$ cat src/rtl/pipe_pkg.sv
// Shared definitions for the elastic pipeline chain (pipe_stage_chain).
// Holds the depth limit, default field widths, the per-stage control
// encoding and the saturating counter helper used by the optional
// stall counter (enabled with PIPE_STALL_CNT_EN).
package pipe_pkg;

    // Upper bound on the number of register stages in a chain.
    localparam int PIPE_MAX_DEPTH = 8;

    // Default widths of the entry fields.
    localparam int PIPE_RD_W      = 5;
    localparam int PIPE_PAYLOAD_W = 128;

    // Per-stage update operation chosen by the chain's advance logic.
    typedef enum logic [1:0] {
        CELL_HOLD  = 2'd0,  // keep valid bit and entry unchanged
        CELL_LOAD  = 2'd1,  // take the upstream valid bit (and entry when valid)
        CELL_CLEAR = 2'd2   // drop the entry, keep stale payload bits
    } cell_op_e;

    // 32-bit increment that sticks at all-ones instead of wrapping.
    function automatic logic [31:0] sat_inc32(input logic [31:0] value);
        logic [31:0] result;
        if (value == 32'hFFFF_FFFF) begin
            result = value;
        end else begin
            result = value + 32'd1;
        end
        return result;
    endfunction

endpackage

$ cat src/rtl/pipe_stage_cell.sv
// One register stage of the elastic chain: a valid bit plus an opaque
// entry vector. The chain decides each cycle whether the stage holds,
// loads from upstream, or is cleared by a flush.
module pipe_stage_cell
    import pipe_pkg::*;
#(
    parameter int ENTRY_W = 135
) (
    input  logic               clock,
    input  logic               reset_n,
    input  cell_op_e           op_i,
    input  logic               valid_i,
    input  logic [ENTRY_W-1:0] entry_i,
    output logic               valid_o,
    output logic [ENTRY_W-1:0] entry_o
);

    logic               valid_q;
    logic               valid_d;
    logic [ENTRY_W-1:0] entry_q;
    logic [ENTRY_W-1:0] entry_d;

    // Next-state selection: load copies the entry only for a real beat so a
    // bubble passing through leaves the previous contents in place.
    always_comb begin
        valid_d = valid_q;
        entry_d = entry_q;
        case (op_i)
            CELL_LOAD: begin
                valid_d = valid_i;
                if (valid_i) begin
                    entry_d = entry_i;
                end else begin
                    entry_d = entry_q;
                end
            end
            CELL_CLEAR: begin
                valid_d = 1'b0;
            end
            CELL_HOLD: begin
                valid_d = valid_q;
            end
            default: begin
                valid_d = 1'b0;
            end
        endcase
    end

    // Stage register, zeroed by the asynchronous reset.
    always_ff @(posedge clock or negedge reset_n) begin
        if (!reset_n) begin
            valid_q <= 1'b0;
            entry_q <= '0;
        end else begin
            valid_q <= valid_d;
            entry_q <= entry_d;
        end
    end

    assign valid_o = valid_q;
    assign entry_o = entry_q;

endmodule

$ cat src/rtl/pipe_stage_chain.sv
// Elastic pipeline chain between execute and memory: DEPTH register stages
// carrying payload, rd, reg_we and data_we with valid/ready backpressure,
// bubble collapsing, synchronous flush and a combinational RAW-hazard
// lookup over every in-flight stage.
// Optional feature macro: PIPE_STALL_CNT_EN adds a saturating 32-bit
// backpressure counter on stall_count; without it stall_count reads 0.
module pipe_stage_chain
    import pipe_pkg::*;
#(
    parameter int PAYLOAD_W = PIPE_PAYLOAD_W,
    parameter int RD_W      = PIPE_RD_W,
    parameter int DEPTH     = 2
) (
    input  logic                 clock,
    input  logic                 reset_n,
    input  logic                 flush,
    input  logic                 in_valid,
    output logic                 in_ready,
    input  logic [PAYLOAD_W-1:0] in_payload,
    input  logic [RD_W-1:0]      in_rd,
    input  logic                 in_reg_we,
    input  logic                 in_data_we,
    output logic                 out_valid,
    input  logic                 out_ready,
    output logic [PAYLOAD_W-1:0] out_payload,
    output logic [RD_W-1:0]      out_rd,
    output logic                 out_reg_we,
    output logic                 out_data_we,
    input  logic [RD_W-1:0]      query_rs1,
    input  logic [RD_W-1:0]      query_rs2,
    output logic                 hit_rs1,
    output logic                 hit_rs2,
    output logic [31:0]          stall_count
);

    // One in-flight entry as stored in a stage.
    typedef struct packed {
        logic [PAYLOAD_W-1:0] payload;
        logic [RD_W-1:0]      rd;
        logic                 reg_we;
        logic                 data_we;
    } entry_t;

    localparam int ENTRY_W = $bits(entry_t);

    logic [DEPTH-1:0] valid_s;       // per-stage valid bits
    logic [DEPTH-1:0] move_s;        // stage contents leave this cycle
    logic [DEPTH-1:0] free_s;        // stage can take a new entry this cycle
    logic [DEPTH-1:0] load_valid_s;  // valid bit offered to each stage
    entry_t           entry_s      [DEPTH];
    entry_t           load_entry_s [DEPTH];
    cell_op_e         op_s         [DEPTH];
    logic             accept_s;
    logic             hit_rs1_s;
    logic             hit_rs2_s;

    // Advance chain, evaluated from the output side back: a stage moves when
    // the stage ahead is empty or itself moving, so holes collapse upstream.
    always_comb begin
        move_s = '0;
        move_s[DEPTH-1] = valid_s[DEPTH-1] & out_ready;
        for (int i = DEPTH - 2; i >= 0; i--) begin
            move_s[i] = valid_s[i] & (~valid_s[i+1] | move_s[i+1]);
        end
        free_s = ~valid_s | move_s;
    end

    assign in_ready = ~flush & free_s[0];
    assign accept_s = in_valid & in_ready;

    // Source of each stage's load and the per-stage operation; flush wins
    // over any move or accept in the same cycle.
    always_comb begin
        load_valid_s    = '0;
        load_valid_s[0] = accept_s;
        load_entry_s[0] = '{payload: in_payload, rd: in_rd,
                            reg_we: in_reg_we, data_we: in_data_we};
        for (int i = 1; i < DEPTH; i++) begin
            load_valid_s[i] = move_s[i-1];
            load_entry_s[i] = entry_s[i-1];
        end
        for (int i = 0; i < DEPTH; i++) begin
            if (flush) begin
                op_s[i] = CELL_CLEAR;
            end else if (free_s[i]) begin
                op_s[i] = CELL_LOAD;
            end else begin
                op_s[i] = CELL_HOLD;
            end
        end
    end

    for (genvar g = 0; g < DEPTH; g++) begin : g_stage
        logic [ENTRY_W-1:0] entry_vec_s;

        pipe_stage_cell #(
            .ENTRY_W (ENTRY_W)
        ) u_cell (
            .clock   (clock),
            .reset_n (reset_n),
            .op_i    (op_s[g]),
            .valid_i (load_valid_s[g]),
            .entry_i (load_entry_s[g]),
            .valid_o (valid_s[g]),
            .entry_o (entry_vec_s)
        );

        assign entry_s[g] = entry_t'(entry_vec_s);
    end

    // Hazard OR-tree over all stages; register 0 never reports a hazard and
    // the beat still on the input port is deliberately not considered.
    always_comb begin
        hit_rs1_s = 1'b0;
        hit_rs2_s = 1'b0;
        for (int i = 0; i < DEPTH; i++) begin
            if (valid_s[i] && entry_s[i].reg_we) begin
                if ((entry_s[i].rd == query_rs1) && (query_rs1 != '0)) begin
                    hit_rs1_s = 1'b1;
                end else begin
                    hit_rs1_s = hit_rs1_s;
                end
                if ((entry_s[i].rd == query_rs2) && (query_rs2 != '0)) begin
                    hit_rs2_s = 1'b1;
                end else begin
                    hit_rs2_s = hit_rs2_s;
                end
            end else begin
                hit_rs1_s = hit_rs1_s;
                hit_rs2_s = hit_rs2_s;
            end
        end
    end

    assign hit_rs1 = hit_rs1_s;
    assign hit_rs2 = hit_rs2_s;

    assign out_valid   = valid_s[DEPTH-1];
    assign out_payload = entry_s[DEPTH-1].payload;
    assign out_rd      = entry_s[DEPTH-1].rd;
    assign out_reg_we  = entry_s[DEPTH-1].reg_we  & valid_s[DEPTH-1];
    assign out_data_we = entry_s[DEPTH-1].data_we & valid_s[DEPTH-1];

`ifdef PIPE_STALL_CNT_EN
    logic [31:0] stall_q;
    logic [31:0] stall_d;

    // Count cycles where the output holds a beat the consumer refuses.
    always_comb begin
        if (valid_s[DEPTH-1] && !out_ready) begin
            stall_d = sat_inc32(stall_q);
        end else begin
            stall_d = stall_q;
        end
    end

    // Stall counter register; only reset clears it, flush does not.
    always_ff @(posedge clock or negedge reset_n) begin
        if (!reset_n) begin
            stall_q <= 32'd0;
        end else begin
            stall_q <= stall_d;
        end
    end

    assign stall_count = stall_q;
`else
    assign stall_count = 32'd0;
`endif

endmodule

$ cat config.mk
export PLATFORM = sky130hd
export DESIGN_NAME = pipe_stage_chain
export DESIGN_NICKNAME = d
export VERILOG_FILES = /design/src/rtl/pipe_pkg.sv /design/src/rtl/pipe_stage_cell.sv /design/src/rtl/pipe_stage_chain.sv
export SDC_FILE = /design/constraint.sdc
export NUM_CORES = 1
export LEC_CHECK = 0
export ABC_AREA = 1
export BUFFER_PORTS_ARGS = -buffer_cell sky130_fd_sc_hd__buf_2
export CAP_MARGIN = 20
export CORE_MARGIN = 10
export CORE_UTILIZATION = 55
export CTS_CLUSTER_DIAMETER = 30
export DETAILED_ROUTE_END_ITERATION = 6
export GPL_TIMING_DRIVEN = 0
export HOLD_SLACK_MARGIN = 0.12
export PLACE_DENSITY_LB_ADDON = 0.1
export SYNTH_ARGS = -nofsm -noshare
export SYNTH_HDL_FRONTEND = slang
export SYNTH_SLANG_ARGS = --single-unit
$ cat constraint.sdc
create_clock -name clock -period 2.45 [get_ports clock]
set_input_delay 0.3675 -clock clock [delete_from_list [all_inputs] [get_ports clock]]
set_output_delay 0.3675 -clock clock [all_outputs]
set_load 0.01 [all_outputs]
# Word-level counts from Yosys, hierarchy flattened
# Index checks and enable logic that the tools add are counted.
# word_totals
ff_bits,272
word_cells,47
# op_classes
eq_ne,6
mux,14
bitwise_logic,11
n_reduce_logical,12
# ops
op,count
$eq A5 B5 Y1,4
$mux W1,10
$reduce_bool A5 Y1,2
$and A1 B1 Y1,6
$logic_and A1 B1 Y1,6
$eq A2 B1 Y1 const B,2
$logic_not A2 Y1,2
$mux W2,2
$pmux W1 S2,2
$reduce_and A2 Y1,2
$not A1 Y1,2
$not A2 Y2,1
$or A2 B2 Y2,1
$or A1 B1 Y1,1

# Depth between registers and ports, before layout
# Gate-level depths: netlist of run 1.
# logic_depth
ltp_word,8
mapped_depth,10

# Modules after synthesis
# Synthesis of run 1 repeated with hierarchy kept, for this count alone.
# unflattened
hier_cells,1352
area_unflattened_um2,11862.6
# by_module_without_submodules
mod,instances,cells_per_inst,area_per_inst_um2,seq_area_each_um2
pipe_stage_cell,2,605,5587.9,3403.3
pipe_stage_chain,1,142,686.9,0.0

# Worst setup path after synthesis of run 1
# No wires, ideal clock.
# synth_path
path_type,flip-flop to output port
start,register g_stage[1].u_cell.valid_q
end,output hit_rs2
arrival_ns,1.018
path_slack_ns,1.064
path_stages_with_launch,7
path_buffers,0
cell_sequence,dfrtp_1 nand2_1 inv_1 nand2_1 nor2_1 nand3_1 a21oi_1
# synth_between
elab_chain_len,2
# synth_lines
item,line_no,rtl
from (decl),pipe_stage_cell.sv:18,logic valid_q;
from (signal assigned),pipe_stage_cell.sv:55,valid_q <= valid_d;
$logic_and A1 B1 Y1,pipe_stage_chain.sv:117,if (valid_s[i] && entry_s[i].reg_we) begin
$mux W1,pipe_stage_chain.sv:117,
to (decl),pipe_stage_chain.sv:32,"output logic hit_rs2,"
# Every way passes these cells.

# Final worst setup path of run 1
# layout_path
start,register g_stage[1].u_cell.entry_q[2]
end,output hit_rs1
# layout_between
elab_chain_len,4
# layout_lines
item,line_no,rtl
from (decl),pipe_stage_cell.sv:20,logic [ENTRY_W-1:0] entry_q;
from (signal assigned),pipe_stage_cell.sv:56,entry_q <= entry_d;
$eq A5 B5 Y1,pipe_stage_chain.sv:118,if ((entry_s[i].rd == query_rs1) && (query_rs1 != '0)) begin
$logic_and A1 B1 Y1,pipe_stage_chain.sv:118,
$mux W1,pipe_stage_chain.sv:118,
$mux W1,pipe_stage_chain.sv:117,
to (decl),pipe_stage_chain.sv:31,"output logic hit_rs1,"
# Every way passes these cells.

==> metrics, run 1 <==
status=completed; Mean Syn Cell Area=9.39 um^2; GP Congestion=0.870; I/O Pins=between 300 and 400; Residual DRC=0; CTS tree=yes; max-slew violations=0; Seq pwr share=around a third; CP endpoint kind=output pin; worst-path cell chain=inv_1 -> nand2_1 -> o21ai_0 -> nor2_1 -> nand3_1 -> a21oi_1 -> buf_2; Post-Synthesis Cells=1282; starting DRC count in detailed routing=621; slowest cell delay on critical path=0.44 ns; final worst-path cycle share=83.4%; Worst Hold Depth=4; PD cells=984 mW/mm^2; DP Wirelength=22300 um; vias=10218; P_int=0.0126 W; Worst path depth=7; RSZ-0062 raised after global routing=no; gr usage total=between 20% and 30%; WL per Instance=16.7 um; Worst path slowest cell=dfrtp_1; Post-Syn Area=between 0.01 and 0.015 mm^2; CP required=2.08 ns; clk_skew=0.0123 ns; Net Sw Frac=26.4%; Yosys reg bits=272; hold_sp=out_ready; H-tree Lvls=2; starting density of the core=55.5%; r2r endpoint=g_stage[1].u_cell.entry_o[98]; layout cells sized above 1=between 30% and 40%; crit path time final=between 2 and 2.5 ns; Worst Path Class, Setup=reg2out; grt ovf=0; worst r2r path cells=8; Rows=54; CP max FO=5; total clock sinks=272; Worst slew margin=58.9%; Setup-failing EPs final=0; Final Core Density=80.3%; Clock Power Share=a little under half; Buffers on Ports=between 200 and 300; arrival time at the worst endpoint=1.68 ns; Least-Margin Pin Slew=0.617 ns; clk slew on worst S/H paths=0.04 ns; largest net degree at the start of global routing=105; final-stage net count=1947; Area growth syn-to-layout=44.5%; initial antenna violation count=1; Die Y=168 um; DIE AREA=0.0282 mm^2; Max Cap Viol=0; core area=0.0217 mm^2; Register Area=approximately 0.0068 mm^2; Crit Reg-Reg Startpoint=g_stage[1].u_cell.valid_o; Fmax=489 MHz; number of synthesis warnings=0; Tot Pwr=0.0171 W; Yosys cell types=17; chip width=about 170 um; Final ANT Viol Nets=0; P_leak=~9.4 nW; most frequent cells in the layout=326 x nand2_1, 316 x buf_2, 272 x dfrtp_1; drt pass-1 iters=5; CTS buffer count=55; fillers=1371; NetSw=0.00452 W; Comb power frac=20.2%; Startpoint Class=flop; Vias/cell=4.81; Longest Clk Path Bufs=3; Max rail drop VDD=roughly 0.73 mV; fin area=roughly 0.017 mm^2; post-CTS resize count=0; Area after DPL=0.0140 mm^2; multi-input logic area=roughly 0.0032 mm^2; latest clock arrival within the worst-skew pair=0.55 ns; final WL=35500 um; Hold Crit Class=in2reg; vias in the first global route=11124; register area share after synthesis=56.5%; Buf+Inv Stages, Crit Path=2; CTS root buf=clkbuf_16; first-pass GRT wire length=57600 um; Fin. Hold Viols=0; commonest non-fill, non-tap cell in the layout=nand2_1; CP top delay family=flip-flops; R2R setup slack=between 0.6 and 0.7 ns; Min-Delay Endpoint=g_stage[0].u_cell.valid_o
[Yosys cell counts]
master	number	area, um^2
nand2_1	326	1220
dfrtp_1	272	6810
buf_4	185	1390
inv_1	155	582
o21ai_0	139	696
o21a_1	135	1010
buf_2	29	145
nor2_1	16	60.1
clkbuf_1	8	30.0
nand3_1	6	30.0
a21oi_1	3	15.0
inv_2	2	7.51
nor3_1	2	10.0
buf_6	1	11.3
conb_1	1	3.75
nand2_4	1	11.3
nand3_2	1	10.0
[power groups by stage]
stage | Sequential (W) | Clock (W) | Combinational (W)
global route | 0.00581 | 0.00826 | 0.00382
finish | 0.00572 | 0.00794 | 0.00346
CTS | 0.00571 | 0.00800 | 0.00342
global placement | 0.00572 | 0 | 0.00313
detailed placement | 0.00576 | 0 | 0.00321
floorplan | 0.00566 | 0 | 0.00210
[sequential cells by signal (all words and copies together), names as in the netlist]
signal,cells
g_stage.u_cell.entry_o,270
g_stage.u_cell.valid_o,2
[tightest hold or removal path, delay by kind of cell]
| family | cells | cell delay [ns] |
|---|---|---|
| and+or+nand+nor | 2 | 0.13 |
| AOI/OAI and AO/OA | 1 | 0.07 |
| buffers and inverters | 1 | 0.10 |
[cell families after synthesis]
kind of cell / share of synthesized area [%]
AOI/OAI and AO/OA: 14.3
buffers and inverters: 18.0
DFF: 56.5
other: 0.0311
and+or+nand+nor: 11.2
[routing by layer]
metal	track usage, %	wire [um]	up-vias
met3	7.40	2680	108
li1	-	-	4849
met2	42.1	17500	386
met1	28.6	13900	4875
met5	0	0	-
met4	11.3	1450	0
[worst max-delay path by stage]
stage / startpoint / end
floorplan: g_stage[1].u_cell.valid_o / hit_rs2
global placement: reset_n / g_stage[1].u_cell.entry_o[74]
detailed placement: out_ready / g_stage[1].u_cell.entry_o[125]
CTS: g_stage[1].u_cell.entry_o[2] / hit_rs1
global route: g_stage[1].u_cell.entry_o[2] / hit_rs1
finish: g_stage[1].u_cell.entry_o[2] / hit_rs1
[repair_timing]
item	in CTS	in global routing
hold buffers	137	0
endpoints found under the hold margin	216	0
buffers inserted	0	0
[per-stage QoR]
step                setup slack [ns]  std cells  setup TNS, ns  hold slack, ns
floorplan                       1.06       1313              0          0.0719
global placement               -3.98       1881       -1077.98           0.466
finish                         0.406       2123              0           0.168
CTS                            0.375       2122              0           0.144
detailed placement             0.556       1883              0           0.381
global route                   0.218       2123              0           0.169
[area by class of cell]
cell class / instances / area share [%]
antenna: 1 / 0.0144
buffer: 223 / 9.05
clock buffer: 75 / 9.26
clock inverter: 27 / 2.32
inverter: 157 / 3.39
multi-input combinational: 661 / 18.3
sequential: 272 / 39.1
tap: 280 / 2.01
timing repair buffer: 427 / 16.5
(Power assumes the default switching activity.)
==> inputs of run 2 (changes only) <==
CORE_UTILIZATION = 53   (was 55)
clock period = 2.1 ns   (was 2.45 ns; I/O delays follow)
==> metrics, run 2 (synthesis gave the netlist of run 1 again) <==
max-slew violations=0 (unchanged); DP Wirelength=22400 um (was 22300 um); worst r2r path cells=8 (unchanged); WL per Instance=16.4 um (was 16.7 um); Worst Path Class, Setup=reg2out (unchanged); Register Area=0.00681 mm^2 (about the same); CTS tree=yes (unchanged); clk_skew=0.0197 ns (was 0.0123 ns); Area growth syn-to-layout=43.3% (was 44.5%); CP endpoint kind=output pin (unchanged); crit path time final=around 2.0 ns; Final ANT Viol Nets=0 (unchanged); Least-Margin Pin Slew=0.686 ns (was 0.617 ns); Fin. Hold Viols=0 (unchanged); Max Cap Viol=0 (unchanged); vias=10028 (was 10218); multi-input logic area=0.00320 mm^2 (was 0.00319 mm^2); Setup-failing EPs final=0 (unchanged); status=completed (unchanged); final WL=34700 um (was 35500 um); Setup crit start=g_stage[1].u_cell.entry_o[2] (unchanged); Crit Reg-Reg Startpoint=g_stage[1].u_cell.valid_o (unchanged); Fmax=506 MHz; fin cells=2123 (unchanged); Max rail drop VDD=0.999 mV (was 0.728 mV); R2R setup slack=0.23 ns (was 0.61 ns); CP required=1.78 ns (was 2.08 ns); arrival time at the worst endpoint=1.66 ns (was 1.68 ns); CTS buffer count=50 (was 55); setup bufs post-CTS=0 (unchanged); Buffers on Ports=288 (unchanged); CTS root buf=clkbuf_16 (unchanged); core area=0.0225 mm^2 (was 0.0217 mm^2); r2r endpoint=g_stage[1].u_cell.entry_o[97] (was g_stage[1].u_cell.entry_o[98]); Die Y=171 um (was 168 um); drt pass-1 iters=5 (unchanged); clk slew on worst S/H paths=0.05 ns (was 0.04 ns); Hold Crit Class=in2async (was in2reg); RSZ-0062 raised after global routing=no (unchanged); starting density of the core=53.5% (was 55.5%); final worst-path cycle share=94.1%; setup_tns=0 ns (unchanged); most frequent cells in the layout=326 x nand2_1, 316 x buf_2, 270 x dfrtp_1 (was 326 x nand2_1, 316 x buf_2, 272 x dfrtp_1); starting DRC count in detailed routing=720 (was 621); fillers=1559 (was 1371); first-pass GRT wire length=54400 um (was 57600 um); vias in the first global route=10381 (was 11124); GP Congestion=0.867 (was 0.870); Startpoint Class=flop (unchanged); gr usage total=23.4% (was 24.9%); PD cells=1120 mW/mm^2 (was 984 mW/mm^2); Rows=55 (was 54); total clock sinks=272 (unchanged); max reg flops=270 (unchanged); final-stage net count=1943 (was 1947); latest clock arrival within the worst-skew pair=0.54 ns (was 0.55 ns); Placed Cells=1888 (was 1883); chip width=171 um (was 168 um); Vias/cell=4.72 (was 4.81); Final Core Density=76.7% (was 80.3%); I/O Pins=321 (unchanged); H-tree Lvls=2 (unchanged); Residual DRC=0 (unchanged); P_leak=9.32 nW (was 9.41 nW); CP max FO=5 (unchanged); largest net degree at the start of global routing=111 (was 105); grt ovf=0 (unchanged); commonest non-fill, non-tap cell in the layout=nand2_1 (unchanged); Worst slew margin=54.2% (was 58.9%); Tot Pwr=0.0193 W (was 0.0171 W); DIE AREA=0.0292 mm^2 (was 0.0282 mm^2); layout cells sized above 1=32.7% (was 33.0%); Longest Clk Path Bufs=3 (unchanged); initial antenna violation count=2 (was 1)
## run 2: cell count changes in the layout (fill, tap and decap cells not counted), moves of 3 or more
cell / before / now
clkbuf_1: 12 / 16
clkbuf_16: 55 / 50
clkbuf_8: 16 / 9
clkinvlp_4: 7 / 4
inv_6: 1 / 6
## run 2: layer usage
metal	vias to the layer above	global-route usage (%)	share of wire [%]
li1	4830	-	-
met2	336	39.5	50
met1	4798	28.7	40
met5	-	0	0
met3	64	6.43	7.7
met4	0	7.25	2.4
## run 2: timing repair
action / in CTS / in global routing
hold buffers: 138 / 0
hold endpoints to repair: 224 / 0
gates resized for setup: 0 / 5
endpoints found under the setup margin: 0 / 2
## run 2: worst max-delay path by stage
stage	end	slack (ns)	cells past startpoint
final	hit_rs1	0.12	7
after global routing	hit_rs1	0.002	7
after CTS	hit_rs1	0.004	7
after detailed placement	g_stage[1].u_cell.entry_o[27]	0.24	8
after global placement	g_stage[1].u_cell.entry_o[69]	-4.36	1
after floorplan	g_stage[0].u_cell.entry_o[100]	0.72	9
## run 2: power by group
| part | switching (W) | internal [W] |
|---|---|---|
| Combinational | 0.00194 | 0.00206 |
| Clock | 0.00268 | 0.00594 |
| Sequential | 0.000458 | 0.00620 |
| Total | 0.00508 | 0.0142 |
## run 2: layout make-up
cell class	count	area share (%)
multi-input cells	661	18.5
well taps	285	2.07
diodes	3	0.0435
flip-flops and latches	272	39.4
inverters	157	3.41
repair buffers	428	16.7
clock inverters	27	2.51
clock buffers	67	8.14
plain buffers	223	9.13
## run 2: critical path, stage by stage, from the launching register on
cell and delay, ns:
dfrtp_2 0.41, inv_1 0.07, nand2_1 0.05, o21ai_0 0.07, nor2_1 0.12, nand3_1 0.10, a21oi_2 0.15, buf_2 0.15
## run 2: through the flow
stage / worst slack [ns] / hold WS [ns] / instance area (um^2)
3_3_place_gp: -4.36 / 0.466 / 14000
5_1_grt: 0.00218 / 0.442 / 17300
6_report: 0.123 / 0.400 / 17300
3_5_place_dp: 0.238 / 0.375 / 14000
2_1_floorplan: 0.719 / 0.0194 / 12200
4_1_cts: 0.00387 / 0.402 / 17200
